## src/rtl/mio_axis_arb.sv

```systemverilog
// Round-robin AXI4-Stream packet arbiter: NUM_SRC slave ports share one registered master port.
// Optional MIO_AXIS_ARB_SRC_TAG_EN: m_tid carries the granted source index instead of s_tid.
module mio_axis_arb #(
  parameter int NUM_SRC     = 4,
  parameter int TDATA_SIZE  = 4,
  parameter int TID_WIDTH   = 8,
  parameter int TDEST_WIDTH = 4,
  parameter int TUSER_WIDTH = 8
) (
  input  logic                              clk,
  input  logic                              reset,
  input  logic [NUM_SRC-1:0]                s_tvalid,
  output logic [NUM_SRC-1:0]                s_tready,
  input  logic [NUM_SRC*TDATA_SIZE*8-1:0]   s_tdata,
  input  logic [NUM_SRC*TDATA_SIZE-1:0]     s_tstrb,
  input  logic [NUM_SRC*TDATA_SIZE-1:0]     s_tkeep,
  input  logic [NUM_SRC-1:0]                s_tlast,
  input  logic [NUM_SRC*TID_WIDTH-1:0]      s_tid,
  input  logic [NUM_SRC*TDEST_WIDTH-1:0]    s_tdest,
  input  logic [NUM_SRC*TUSER_WIDTH-1:0]    s_tuser,
  output logic                              m_tvalid,
  input  logic                              m_tready,
  output logic [TDATA_SIZE*8-1:0]           m_tdata,
  output logic [TDATA_SIZE-1:0]             m_tstrb,
  output logic [TDATA_SIZE-1:0]             m_tkeep,
  output logic                              m_tlast,
  output logic [TID_WIDTH-1:0]              m_tid,
  output logic [TDEST_WIDTH-1:0]            m_tdest,
  output logic [TUSER_WIDTH-1:0]            m_tuser,
  output logic [NUM_SRC-1:0]                grant,
  output logic                              busy
);

  localparam int DW = TDATA_SIZE * 8;
  localparam int SW = TDATA_SIZE;
  localparam int IW = $clog2(NUM_SRC);

  // Handshake: a beat transfers on a rising clk edge where tvalid and tready are both high;
  // tvalid never waits on tready, and s_tready is combinational from grant and the output slot.
  typedef enum logic {IDLE = 1'b0, LOCKED = 1'b1} state_t;

  state_t                 state_q, state_d;
  logic [NUM_SRC-1:0]     grant_q, grant_d;
  logic [IW-1:0]          last_q, last_d;
  logic                   m_tvalid_q, m_tvalid_d;
  logic [DW-1:0]          m_tdata_q, m_tdata_d;
  logic [SW-1:0]          m_tstrb_q, m_tstrb_d;
  logic [SW-1:0]          m_tkeep_q, m_tkeep_d;
  logic                   m_tlast_q, m_tlast_d;
  logic [TID_WIDTH-1:0]   m_tid_q, m_tid_d;
  logic [TDEST_WIDTH-1:0] m_tdest_q, m_tdest_d;
  logic [TUSER_WIDTH-1:0] m_tuser_q, m_tuser_d;

  logic [IW-1:0]          gidx;
  logic [IW-1:0]          pick_idx;
  logic                   pick_hit;
  int                     best_d;
  logic                   accept;

`ifdef MIO_AXIS_ARB_SRC_TAG_EN
  logic unused_tid;
  assign unused_tid = ^s_tid;
`endif

  // Distance of each requester from last_q+1 (mod NUM_SRC); the nearest one wins.
  always_comb begin
    pick_hit = 1'b0;
    pick_idx = '0;
    best_d   = NUM_SRC;
    for (int i = 0; i < NUM_SRC; i++) begin
      if (s_tvalid[i] && ((i + NUM_SRC - 1 - int'(last_q)) % NUM_SRC) < best_d) begin
        best_d   = (i + NUM_SRC - 1 - int'(last_q)) % NUM_SRC;
        pick_idx = IW'(i);
        pick_hit = 1'b1;
      end
    end
  end

  always_comb begin
    gidx = '0;
    for (int i = 0; i < NUM_SRC; i++) begin
      if (grant_q[i]) gidx = IW'(i);
    end
  end

  always_comb begin
    s_tready   = (state_q == LOCKED) ? (grant_q & {NUM_SRC{~m_tvalid_q | m_tready}}) : '0;
    accept     = |(s_tvalid & s_tready);
    state_d    = state_q;
    grant_d    = grant_q;
    last_d     = last_q;
    m_tvalid_d = m_tvalid_q;
    m_tdata_d  = m_tdata_q;
    m_tstrb_d  = m_tstrb_q;
    m_tkeep_d  = m_tkeep_q;
    m_tlast_d  = m_tlast_q;
    m_tid_d    = m_tid_q;
    m_tdest_d  = m_tdest_q;
    m_tuser_d  = m_tuser_q;

    if (accept) begin
      m_tvalid_d = 1'b1;
      m_tdata_d  = s_tdata[int'(gidx)*DW +: DW];
      m_tstrb_d  = s_tstrb[int'(gidx)*SW +: SW];
      m_tkeep_d  = s_tkeep[int'(gidx)*SW +: SW];
      m_tlast_d  = s_tlast[gidx];
`ifdef MIO_AXIS_ARB_SRC_TAG_EN
      m_tid_d    = TID_WIDTH'(gidx);
`else
      m_tid_d    = s_tid[int'(gidx)*TID_WIDTH +: TID_WIDTH];
`endif
      m_tdest_d  = s_tdest[int'(gidx)*TDEST_WIDTH +: TDEST_WIDTH];
      m_tuser_d  = s_tuser[int'(gidx)*TUSER_WIDTH +: TUSER_WIDTH];
    end else if (m_tready) begin
      m_tvalid_d = 1'b0;
    end

    case (state_q)
      IDLE: begin
        if (pick_hit) begin
          grant_d = NUM_SRC'(1) << pick_idx;
          state_d = LOCKED;
        end
      end
      LOCKED: begin
        if (accept && s_tlast[gidx]) begin
          last_d  = gidx;
          grant_d = '0;
          state_d = IDLE;
        end
      end
      default: state_d = IDLE;
    endcase
  end

  always_ff @(posedge clk or posedge reset) begin
    if (reset) begin
      state_q    <= IDLE;
      grant_q    <= '0;
      last_q     <= IW'(NUM_SRC - 1);
      m_tvalid_q <= 1'b0;
      m_tdata_q  <= '0;
      m_tstrb_q  <= '0;
      m_tkeep_q  <= '0;
      m_tlast_q  <= 1'b0;
      m_tid_q    <= '0;
      m_tdest_q  <= '0;
      m_tuser_q  <= '0;
    end else begin
      state_q    <= state_d;
      grant_q    <= grant_d;
      last_q     <= last_d;
      m_tvalid_q <= m_tvalid_d;
      m_tdata_q  <= m_tdata_d;
      m_tstrb_q  <= m_tstrb_d;
      m_tkeep_q  <= m_tkeep_d;
      m_tlast_q  <= m_tlast_d;
      m_tid_q    <= m_tid_d;
      m_tdest_q  <= m_tdest_d;
      m_tuser_q  <= m_tuser_d;
    end
  end

  // busy doubles as the observable FSM state (high = LOCKED).
  assign busy     = (state_q == LOCKED);
  assign grant    = grant_q;
  assign m_tvalid = m_tvalid_q;
  assign m_tdata  = m_tdata_q;
  assign m_tstrb  = m_tstrb_q;
  assign m_tkeep  = m_tkeep_q;
  assign m_tlast  = m_tlast_q;
  assign m_tid    = m_tid_q;
  assign m_tdest  = m_tdest_q;
  assign m_tuser  = m_tuser_q;

endmodule

```

## config.mk

```make
export PLATFORM = sky130hd
export DESIGN_NAME = mio_axis_arb
export DESIGN_NICKNAME = d
export VERILOG_FILES = /design/src/rtl/mio_axis_arb.sv
export SDC_FILE = /design/constraint.sdc
export NUM_CORES = 1
export LEC_CHECK = 0
export CAP_MARGIN = 40
export CORE_AREA = 5 5 122 124
export CTS_CLUSTER_DIAMETER = 200
export DETAILED_ROUTE_END_ITERATION = 6
export DIE_AREA = 0 0 127 129
export GPL_TIMING_DRIVEN = 0
export PLACE_DENSITY = 0.78
export SLEW_MARGIN = 20
export SYNTH_ARGS = -nofsm -noshare
export SYNTH_HDL_FRONTEND = slang
export SYNTH_SLANG_ARGS = --single-unit
```

## constraint.sdc

```tcl
create_clock -name clk -period 5.6 [get_ports clk]
set_input_delay 0.84 -clock clk [delete_from_list [all_inputs] [get_ports clk]]
set_output_delay 0.84 -clock clk [all_outputs]
set_load 0.005 [all_outputs]
```

==> results.json <==
{
  "drtIter0Drc": 214,
  "grt_max_degree": 38,
  "setup_violations": 0,
  "fin_nets": 1118,
  "cts_buffer_depth": 2,
  "coreArea_mm2": 0.0137,
  "avgRoutedWirePerCell_um": 17.7,
  "htreeDepth": 3,
  "fin_setup_tns_ns": 0,
  "rsz0062_at_grt": "no",
  "worstPathArrival_ns": 4.85,
  "hold_class": "flip-flop to flip-flop",
  "grt_overflow": 0,
  "cts-resized-gates": 0,
  "synth_top_family_by_area": "multiplexers",
  "cp_common_cell": "ha_1",
  "start_util": 0.337,
  "port-buffer-count": 321,
  "regArea_mm2": 0.00173,
  "max-slew-margin-rel": 0.536,
  "drtPass1Iterations": 4,
  "grt_usage": 0.216,
  "synth.distinct_cells": 32,
  "period_minus_slack_ns": 4.60,
  "area_delta_synth_final_pct": 81.3,
  "worst_pin_slew_ns": 0.678,
  "synth_top_area_frac": 0.364,
  "yosysWarnings": 0,
  "pwr-share-seq": 0.253,
  "cpPeakStageDelay_ns": 0.62,
  "p_leak_nw": 3.25,
  "hpwl_mm": 15.1,
  "syn_area_mm2": 0.00461,
  "drcViolationCount": 0,
  "ys_seq_area_frac": 0.375,
  "fin_util": 0.612,
  "ys_seq_elements": 69,
  "min_period_over_period": 0.822,
  "post-cts-setup-buffers": 0,
  "cts_tree": "yes",
  "pre_cts_slack_ns": 0.793,
  "path_cells": "clkdlybuf4s50_1 -> nand2b_1 -> ha_1 -> a21oi_1 -> o21ai_0 -> mux2_2 -> ha_1 -> o22a_1 -> o22ai_1 -> nand2_1 -> o21a_1 -> ha_1 -> o21ai_0 -> a2111oi_0 -> a32o_1",
  "cts_hold_buf": 0,
  "synthAdderAreaFrac": 0.00814,
  "p_switching_mw": 1.30,
  "hold_slack_ns": 0.472,
  "fmax_mhz": 217,
  "synth_largest_area_cell": "dfrtp_1",
  "synth.top_cells.by_area": "dfrtp_1, mux2i_1, o21ai_0",
  "cts_buffers": 9,
  "synthCells": 531,
  "crit_family": "compound AO/OA/AOI/OAI gates",
  "outcome": "finished clean",
  "slew_violations": 0,
  "fillers": 1260,
  "cts-root-buf": "clkbuf_16",
  "layout_common_cells": "clkdlybuf4s50_1, nand2_1, o21ai_0",
  "synth_compound_area_frac": 0.169,
  "power_density_mw_per_mm2": 409,
  "vias": 5124,
  "syn_area_per_cell_um2": 8.69,
  "cp_data_required_time_ns": 5.85,
  "dpl.cell_count": 1033,
  "num_rows": 43,
  "synth_nets": 785,
  "placed_area_mm2": 0.00807,
  "multiInputGateArea_mm2": 0.00265,
  "rr_startpoint": "last_q[0]",
  "routed_wl_mm": 18.5,
  "path_max_fanout": 8,
  "slowest_stage": "clkdlybuf4s50_1",
  "gp_congestion": 0.903,
  "critPathCaptureType": "flip-flop",
  "cp_num_buf_inv": 1,
  "fin_cells": 1047,
  "clock_power_share": 0.162,
  "die_h_um": 129,
  "grt_pass1_vias": 5210,
  "die_w_um": 127,
  "hold_start": "m_tdata[13]",
  "grt_antenna_before_repair": 0,
  "ant_nets": 0,
  "synth_mux_area_frac": 0.270,
  "antenna_cells": 0,
  "internal_power_mw": 2.13,
  "grt_pass1_wl_mm": 27.9,
  "finalHoldViolCount": 0,
  "timing.final.ws_setup_ns": 0.999,
  "layout_commonest_cell": "clkdlybuf4s50_1",
  "drive_above_1_share": 0.0531,
  "p_total_mw": 3.42,
  "ir_drop_uv": 286,
  "yosys.area_share.xor_xnor": 0.00190,
  "worstSetupStartpointType": "input pin",
  "path_clk_slew_ns": 0.06,
  "drv_cap": 0,
  "io_pins": 322,
  "yosys.area_share.simple": 0.125,
  "p_comb_frac": 0.585,
  "cts_sinks": 69,
  "drt-vias-per-instance": 4.89,
  "clk_latency_ns": 0.32,
  "clock_skew_ns": 0.00510,
  "final_area_mm2": 0.00836,
  "die_area_mm2": 0.0164,
  "cp-startpoint": "s_tvalid[0]",
  "critPathKind": "input pin to flip-flop",
  "netSwitchingFraction": 0.379
}
-- Yosys cell counts --
cell	count
mux2_2	1
o21ai_0	123
a21oi_1	2
a32o_1	4
o22a_1	1
ha_1	3
and3_1	5
nor2b_1	2
or3_1	1
a2111oi_0	1
dfrtp_1	67
inv_1	8
nand2b_1	5
xnor2_1	1
o21a_1	2
o211ai_4	1
nand2_1	127
o31a_1	1
nor3_1	1
clkbuf_1	17
mux2i_1	122
or2_2	1
buf_2	21
buf_4	1
buf_1	1
o22ai_1	1
nand4b_1	1
a22o_1	3
buf_6	2
dfstp_2	2
mux2_4	1
o221ai_1	2
-- worst reg2reg max path, cell delays in order, from the launching register on --
cell and delay, ns:
dfstp_2 0.58, xnor2_1 0.17, inv_1 0.07, ha_1 0.29, a21oi_1 0.06, o21ai_0 0.34
mux2_2 0.40, ha_1 0.28, o22a_1 0.18, o22ai_1 0.28, nand2_1 0.10, o21a_1 0.11
ha_1 0.28, o21ai_0 0.08, a2111oi_0 0.62, a32o_1 0.24
-- cells by family after synthesis --
kind of cell | count (synthesis)
adder cells (fa/ha/maj) | 3
flip-flops | 69
buffers and inverters | 50
multiplexers | 124
AO/OA/AOI/OAI | 141
XOR/XNOR | 1
AND/OR/NAND/NOR | 143
-- flip-flops by register name (all words and copies together) (netlist names) --
| name | count |
|---|---|
| m_tvalid | 1 |
| m_tdest | 4 |
| m_tid | 8 |
| m_tuser | 8 |
| m_tlast | 1 |
| m_tkeep | 4 |
| last_q | 2 |
| grant | 4 |
| m_tstrb | 4 |
| m_tdata | 32 |
| busy | 1 |
-- metal layers --
layer	wire length [µm]	GRT usage
met5	0	0
met1	7330	0.258
met4	283	0.0536
met3	1570	0.0648
met2	9310	0.382
-- worst paths after layout --
path	slack (ns)	depth (start not counted)	endpoint
setup / recovery	1.0	15	grant[1]
hold / removal	0.47	2	m_tdata[13]
setup reg to reg	1.45	15	grant[1]
hold reg to reg	0.47	2	m_tdata[13]
max in group asynchronous	4.11	3	last_q[1]
min in group asynchronous	0.89	2	grant[3]
-- power by group through the flow --
stage,Combinational [mW],Clock [mW],Sequential [mW]
6_report,2.00,0.555,0.867
5_1_grt,2.22,0.592,0.899
4_1_cts,2.03,0.571,0.869
3_5_place_dp,2.02,0,0.875
3_3_place_gp,1.99,0,0.865
2_1_floorplan,1.01,0,0.884
-- layout make-up --
cell class / count / share of cell area
Buffer: 42 / 0.0242
Clock inverter: 4 / 0.00599
Clock buffer: 10 / 0.0286
Timing Repair Buffer: 322 / 0.387
Sequential cell: 69 / 0.207
Multi-Input combinational cell: 412 / 0.317
Tap cell: 180 / 0.0269
Inverter: 8 / 0.00389
Power figures use the tool's default switching activity.
